===== src/rtl/mips_pkg.sv =====
// Shared memory-stage types and constants: access FSM states, timeout
// defaults and the data word returned when an access is abandoned.
package mips_pkg;

    typedef enum logic [1:0] {
        IDLE = 2'd0,
        BUSY = 2'd1,
        DONE = 2'd2
    } mem_state_t;

    localparam logic [31:0] MEM_TIMEOUT_DATA     = 32'hDEAD_BEEF;
    localparam int          MEM_TIMEOUT_CYCLES_DEF = 16;

endpackage


===== src/rtl/mem_stage_ctrl_if.sv =====
// Request/acknowledge data-memory bus between the memory-stage controller
// (master) and the data memory (slave).
interface mem_stage_ctrl_if;

    logic        mem_req;
    logic        mem_we;
    logic [31:0] mem_addr;
    logic [31:0] mem_wdata;
    logic        mem_ack;
    logic [31:0] mem_rdata;

    modport master (
        output mem_req, mem_we, mem_addr, mem_wdata,
        input  mem_ack, mem_rdata
    );

    modport slave (
        input  mem_req, mem_we, mem_addr, mem_wdata,
        output mem_ack, mem_rdata
    );

endinterface


===== src/rtl/mem_stage_ctrl_timeout_cnt.sv =====
// 8-bit BUSY-cycle counter; expired is high during the LIMIT-th counted cycle
// (count value LIMIT-1), so the caller can abort at the end of that cycle.
module mem_timeout_cnt #(
    parameter int LIMIT = 16
) (
    input  logic clk,
    input  logic rst_n,
    input  logic clr,
    input  logic en,
    output logic expired
);

    localparam logic [7:0] LAST = 8'(LIMIT - 1);

    logic [7:0] cnt_q;
    logic [7:0] cnt_d;

    always_comb begin
        cnt_d = cnt_q;
        if (clr) begin
            cnt_d = 8'd0;
        end else if (en) begin
            cnt_d = cnt_q + 8'd1;
        end
    end

    always_ff @(posedge clk) begin
        if (!rst_n) begin
            cnt_q <= 8'd0;
        end else begin
            cnt_q <= cnt_d;
        end
    end

    assign expired = (cnt_q == LAST);

endmodule


===== src/rtl/mem_stage_ctrl.sv =====
// Memory-stage access controller: EX/MEM request -> req/ack bus transaction
// with pipeline stall and timeout. Optional macro MEM_ALIGN_CHECK_EN rejects
// misaligned word accesses without touching the bus.
module mem_stage_ctrl
    import mips_pkg::*;
#(
    parameter int TIMEOUT_CYCLES = MEM_TIMEOUT_CYCLES_DEF
) (
    input  logic                     clk,
    input  logic                     rst_n,
    input  logic                     we_dm_M,
    input  logic                     dm2reg_M,
    input  logic [31:0]              alu_out_M,
    input  logic [31:0]              wd_dm_M,
    output logic                     stall_M,
    output logic [31:0]              rd_dm_M,
    output logic                     done_M,
    output logic                     bus_err_M,
    output logic                     misalign_M,
    mem_stage_ctrl_if.master         bus
);

    mem_state_t  state_q, state_d;
    logic        req_q, req_d;
    logic        we_q, we_d;
    logic [31:0] addr_q, addr_d;
    logic [31:0] wdata_q, wdata_d;
    logic [31:0] rd_q, rd_d;
    logic        done_q, done_d;
    logic        err_q, err_d;
    logic        mis_q, mis_d;

    logic access_M;
    logic misaligned;
    logic cnt_clr;
    logic cnt_en;
    logic cnt_expired;

    assign access_M = we_dm_M | dm2reg_M;

`ifdef MEM_ALIGN_CHECK_EN
    assign misaligned = (alu_out_M[1:0] != 2'b00);
`else
    assign misaligned = 1'b0;
`endif

    mem_timeout_cnt #(
        .LIMIT (TIMEOUT_CYCLES)
    ) u_timeout_cnt (
        .clk     (clk),
        .rst_n   (rst_n),
        .clr     (cnt_clr),
        .en      (cnt_en),
        .expired (cnt_expired)
    );

    always_comb begin
        state_d = state_q;
        req_d   = req_q;
        we_d    = we_q;
        addr_d  = addr_q;
        wdata_d = wdata_q;
        rd_d    = rd_q;
        done_d  = 1'b0;
        err_d   = 1'b0;
        mis_d   = 1'b0;
        cnt_clr = 1'b0;
        cnt_en  = 1'b0;
        case (state_q)
            IDLE: begin
                if (access_M) begin
                    if (misaligned) begin
                        state_d = DONE;
                        done_d  = 1'b1;
                        mis_d   = 1'b1;
                        rd_d    = 32'd0;
                    end else begin
                        state_d = BUSY;
                        req_d   = 1'b1;
                        we_d    = we_dm_M;
                        addr_d  = alu_out_M;
                        wdata_d = wd_dm_M;
                        cnt_clr = 1'b1;
                    end
                end
            end
            BUSY: begin
                // An ack in the final allowed cycle takes priority over the timeout.
                if (bus.mem_ack) begin
                    state_d = DONE;
                    req_d   = 1'b0;
                    done_d  = 1'b1;
                    if (!we_q) begin
                        rd_d = bus.mem_rdata;
                    end
                end else if (cnt_expired) begin
                    state_d = DONE;
                    req_d   = 1'b0;
                    done_d  = 1'b1;
                    err_d   = 1'b1;
                    rd_d    = MEM_TIMEOUT_DATA;
                end else begin
                    cnt_en = 1'b1;
                end
            end
            DONE:    state_d = IDLE;
            default: state_d = IDLE;
        endcase
    end

    always_ff @(posedge clk) begin
        if (!rst_n) begin
            state_q <= IDLE;
            req_q   <= 1'b0;
            we_q    <= 1'b0;
            addr_q  <= 32'd0;
            wdata_q <= 32'd0;
            rd_q    <= 32'd0;
            done_q  <= 1'b0;
            err_q   <= 1'b0;
            mis_q   <= 1'b0;
        end else begin
            state_q <= state_d;
            req_q   <= req_d;
            we_q    <= we_d;
            addr_q  <= addr_d;
            wdata_q <= wdata_d;
            rd_q    <= rd_d;
            done_q  <= done_d;
            err_q   <= err_d;
            mis_q   <= mis_d;
        end
    end

    // DONE releases the stall so EX/MEM advances exactly once per access.
    assign stall_M       = access_M & (state_q != DONE);
    assign rd_dm_M       = rd_q;
    assign done_M        = done_q;
    assign bus_err_M     = err_q;
    assign misalign_M    = mis_q;
    assign bus.mem_req   = req_q;
    assign bus.mem_we    = we_q;
    assign bus.mem_addr  = addr_q;
    assign bus.mem_wdata = wdata_q;

endmodule


===== src/flat_wrapper.sv =====
// flat-port wrapper written by rule: the top's interface ports become plain ports
module mem_stage_ctrl_flat import mips_pkg::*;
#(
    parameter int TIMEOUT_CYCLES = MEM_TIMEOUT_CYCLES_DEF
)
  (clk, rst_n, we_dm_M, dm2reg_M, alu_out_M, wd_dm_M, stall_M, rd_dm_M, done_M, bus_err_M, misalign_M, bus_mem_req, bus_mem_we, bus_mem_addr, bus_mem_wdata, bus_mem_ack, bus_mem_rdata);
  mem_stage_ctrl_if bus_i ();
  input  logic clk;
  input  logic rst_n;
  input  logic we_dm_M;
  input  logic dm2reg_M;
  input  logic [31:0] alu_out_M;
  input  logic [31:0] wd_dm_M;
  output logic stall_M;
  output logic [31:0] rd_dm_M;
  output logic done_M;
  output logic bus_err_M;
  output logic misalign_M;
  output wire logic [$bits(bus_i.mem_req)-1:0] bus_mem_req;
  output wire logic [$bits(bus_i.mem_we)-1:0] bus_mem_we;
  output wire logic [$bits(bus_i.mem_addr)-1:0] bus_mem_addr;
  output wire logic [$bits(bus_i.mem_wdata)-1:0] bus_mem_wdata;
  input wire logic [$bits(bus_i.mem_ack)-1:0] bus_mem_ack;
  input wire logic [$bits(bus_i.mem_rdata)-1:0] bus_mem_rdata;
  assign bus_mem_req = bus_i.mem_req;
  assign bus_mem_we = bus_i.mem_we;
  assign bus_mem_addr = bus_i.mem_addr;
  assign bus_mem_wdata = bus_i.mem_wdata;
  assign bus_i.mem_ack = bus_mem_ack;
  assign bus_i.mem_rdata = bus_mem_rdata;
  mem_stage_ctrl #(.TIMEOUT_CYCLES(TIMEOUT_CYCLES)) u_core (.clk(clk), .rst_n(rst_n), .we_dm_M(we_dm_M), .dm2reg_M(dm2reg_M), .alu_out_M(alu_out_M), .wd_dm_M(wd_dm_M), .stall_M(stall_M), .rd_dm_M(rd_dm_M), .done_M(done_M), .bus_err_M(bus_err_M), .misalign_M(misalign_M), .bus(bus_i));
endmodule

===== config.mk =====
export PLATFORM = sky130hd
export DESIGN_NAME = mem_stage_ctrl_flat
export DESIGN_NICKNAME = d
export VERILOG_FILES = /design/src/rtl/mips_pkg.sv /design/src/rtl/mem_stage_ctrl_if.sv /design/src/rtl/mem_stage_ctrl_timeout_cnt.sv /design/src/rtl/mem_stage_ctrl.sv /design/src/flat_wrapper.sv
export SDC_FILE = /design/constraint.sdc
export NUM_CORES = 1
export LEC_CHECK = 0
export BUFFER_PORTS_ARGS = -buffer_cell sky130_fd_sc_hd__buf_4
export CAP_MARGIN = 5
export CELL_PAD_IN_SITES_DETAIL_PLACEMENT = 1
export CELL_PAD_IN_SITES_GLOBAL_PLACEMENT = 1
export CORE_AREA = 3 3 100 140
export DETAILED_ROUTE_END_ITERATION = 10
export DIE_AREA = 0 0 103 143
export MAX_ROUTING_LAYER = met4
export PLACE_DENSITY_LB_ADDON = 0.3
export SETUP_SLACK_MARGIN = 0.5
export SLEW_MARGIN = 25
export SYNTH_ARGS = -nofsm -noshare
export SYNTH_HDL_FRONTEND = slang
export SYNTH_SLANG_ARGS = --single-unit

===== constraint.sdc =====
create_clock -name clk -period 4.4 [get_ports clk]
set_input_delay 0.44 -clock clk [delete_from_list [all_inputs] [get_ports clk]]
set_output_delay 0.44 -clock clk [all_outputs]
set_load 0.03 [all_outputs]

==> metrics.cfg <==
[run_status]
status=finished, final reports clean

[cts]
cts-hold-fix-buffers=0
cts.clk_slew.worst_paths_ps=70
insertion_delay_ps=340
tritoncts=yes
post_cts_resized=0
htree_num_levels=3
clk_path_buf_depth=2
cts_root_buffer=clkbuf_16
post_cts_buffers=0
cts-buffers-inserted=9
numClockSinks=110

[cells_and_area]
area_growth_pct=40.4
layout.cells.non_filler=849
n_fill_cell=1493
drive_gt1_share_pct=36.2
antennaDiodeCount=0
seq_area_mm2=0.00220
multi_input_area_mm2=0.00229
final_nets=795
fin_util_pct=51.6

[worst_setup_path]
critPathTopFamily=simple AND/OR/NAND/NOR gates
cp-start-kind=flop
crit_required_ps=4670
crit_buf_inv=0
critPathSlowestCell=or3_2
cp_cell_sequence=or4_1, or3_2, a21oi_1
cp.arrival_ps=2390
path_max_fanout=24
crit_type=reg -> reg
critPathCaptureType=flop
cpPeakStageDelay_ps=790

[route]
via_count=4798
vias_per_cell=5.65
drc=0
drt_iter0_drc=133
postRouteAntennaNets=0
drt-total-wl_um=15700
wire_per_inst_um=18.5
first_pass_iters=4

[sta]
report.final.slew_viol_count=0
period_share_pct=48.2
rsz0062_at_grt=false
layout_setup_ws_ps=2280
hold_viol=0
relSlewSlack_pct=42.2
max_freq_mhz=471
setup_viol=0
finClkSkew_ps=8.76
tightest_slew_ps=867
finalSetupTns_ps=0
period_minus_slack_ps=2120

[grt]
grt_pass1_wl_um=24400
grt_pass1_vias=4935
grtUsageTotal_pct=21.2
grt_overflow_total=0
antenna_found_initial=0
grt_max_degree=96

[logic_synthesis]
synthesis.nets=638
ys_seq_area_share_pct=46.6
yosysTopAreaCell=dfxtp_1
synth_top_area_share_pct=46.6
synthTopCellsByArea=dfxtp_1 47%, nand3_1 8.6%, a21boi_0 7.6%
syn_avg_cell_area_um2=8.82
ys_warn_count=0
ys_seq_elements=110
synth_cell_types=43
synth_area_mm2=0.00473
syn_inst=536

[placed_design]
post-dp-hpwl_um=10900
gp_congestion=0.785
portBuffers=201
dp_cells=834
place_ws_ps=2200

[floorplanning]
chipWidth_um=103
start_util_pct=36.7
die_area_mm2=0.0147
core_area_mm2=0.0129
pin_count=203
rows=49
die_y_um=143

[pwr]
p_leak_nw=2.74
p_per_area_mw_per_mm2=402
peakVddDrop_uv=177

[job]
cap_violations=0

[worst_hold_path]
hp-class=in -> reg

registers in the layout (all words and copies together), names as in the netlist:
signal and cells:
u_core.rd_dm_M 32, u_core.u_timeout_cnt.cnt_q 8, u_core.bus.mem_req 1, u_core.state_q 2
u_core.bus.mem_wdata 32, u_core.bus_err_M 1, u_core.done_M 1, u_core.bus.mem_addr 32
u_core.bus.mem_we 1
power breakdown:
part	leakage [nW]	internal [mW]	switching (mW)	total [mW]
logic	1.66	0.228	0.354	0.582
clock network	0.175	0.623	0.354	0.978
registers	0.902	1.07	0.0456	1.11
placed cells by master (no fill, tap or decap), drive strengths merged, types with 2 or more instances in the layout:
cell type,synthesis,layout
o21ai,67,67
nor2,27,27
nor3b,3,3
or4,2,2
dfxtp,110,110
nand3,81,81
a21oi,28,28
nand2b,2,2
o211a,2,2
mux2i,4,4
o211ai,16,16
and3,2,2
nor3,2,2
bufinv,0,4
o221ai,24,24
or3,2,2
inv,7,7
buf,12,207
nand2,3,3
nor2b,2,2
nand4,9,9
a21boi,66,66
clkbuf,49,10
or2,2,2
o21ba,2,2
nor4b,2,2
nand4bb,2,2
final timing paths:
check                                              startpoint                        to  slack, ps  cells past startpoint
worst max-delay path            u_core.u_timeout_cnt.cnt_q[4]         u_core.rd_dm_M[0]       2280                      3
worst min-delay path                              wd_dm_M[13]  u_core.bus.mem_wdata[13]        360                      3
worst max register to register  u_core.u_timeout_cnt.cnt_q[4]         u_core.rd_dm_M[0]       2280                      3
worst min register to register       u_core.bus.mem_wdata[13]  u_core.bus.mem_wdata[13]        480                      2
synthesized netlist by cell type (all sizes together):
cell     instances
a31oi            1
conb             1
o221ai          24
mux2i            4
nor3b            3
o221a            1
nor2b            2
o31a             1
a21boi          66
nand4bb          2
o21ai           67
or3              2
dfxtp          110
and3             2
nor2            27
nor4b            2
buf             12
nand2b           2
a21oi           28
nand4            9
nor4             1
or4              2
clkbuf          49
ha               1
or2              2
o21ba            2
nor3             2
o31ai            1
inv              7
nand2            3
o21a             1
o211a            2
o211ai          16
nand3           81
worst reg2reg max path, delay by kind of cell (launching register included):
family           cells  cell delay, ps
AO/OA/AOI/OAI        1             250
AND/OR/NAND/NOR      2            1460
flip-flops           1             350
cells by family after synthesis:
group	after synthesis	synth area share, %
multiplexers	4	0.847
flip-flops	110	46.6
AND/OR/NAND/NOR	142	15.6
adder cells (fa/ha/maj)	1	0.265
other	1	0.0793
AO/OA/AOI/OAI	210	30.8
buffers and inverters	68	5.85
through the flow:
stage               power (mW)  hold slack, ps  cell area [um^2]
floorplan                 1.46             461              4730
global placement          1.69             460              6240
detailed placement        1.71             469              6250
CTS                       2.69             345              6610
global route              2.80             360              6640
finish                    2.67             356              6640
area by class of cell:
cell class                 count  area share, %
inverter                       7          0.396
clock buffer                  10           3.60
timing repair buffer         207           23.7
sequential                   110           33.2
tap                          153           2.88
clock inverter                 4           1.81
multi-input combinational    358           34.4
routing by layer:
metal  up-vias  wire length, um  track usage [%]
met5         -                0                -
met4         0              166             4.43
met3        14             1030             5.52
met2       164             7900             34.9
met1      2339             6600             26.0
li1       2281                -                -
Note: power is estimated with default switching activity, not from simulation.
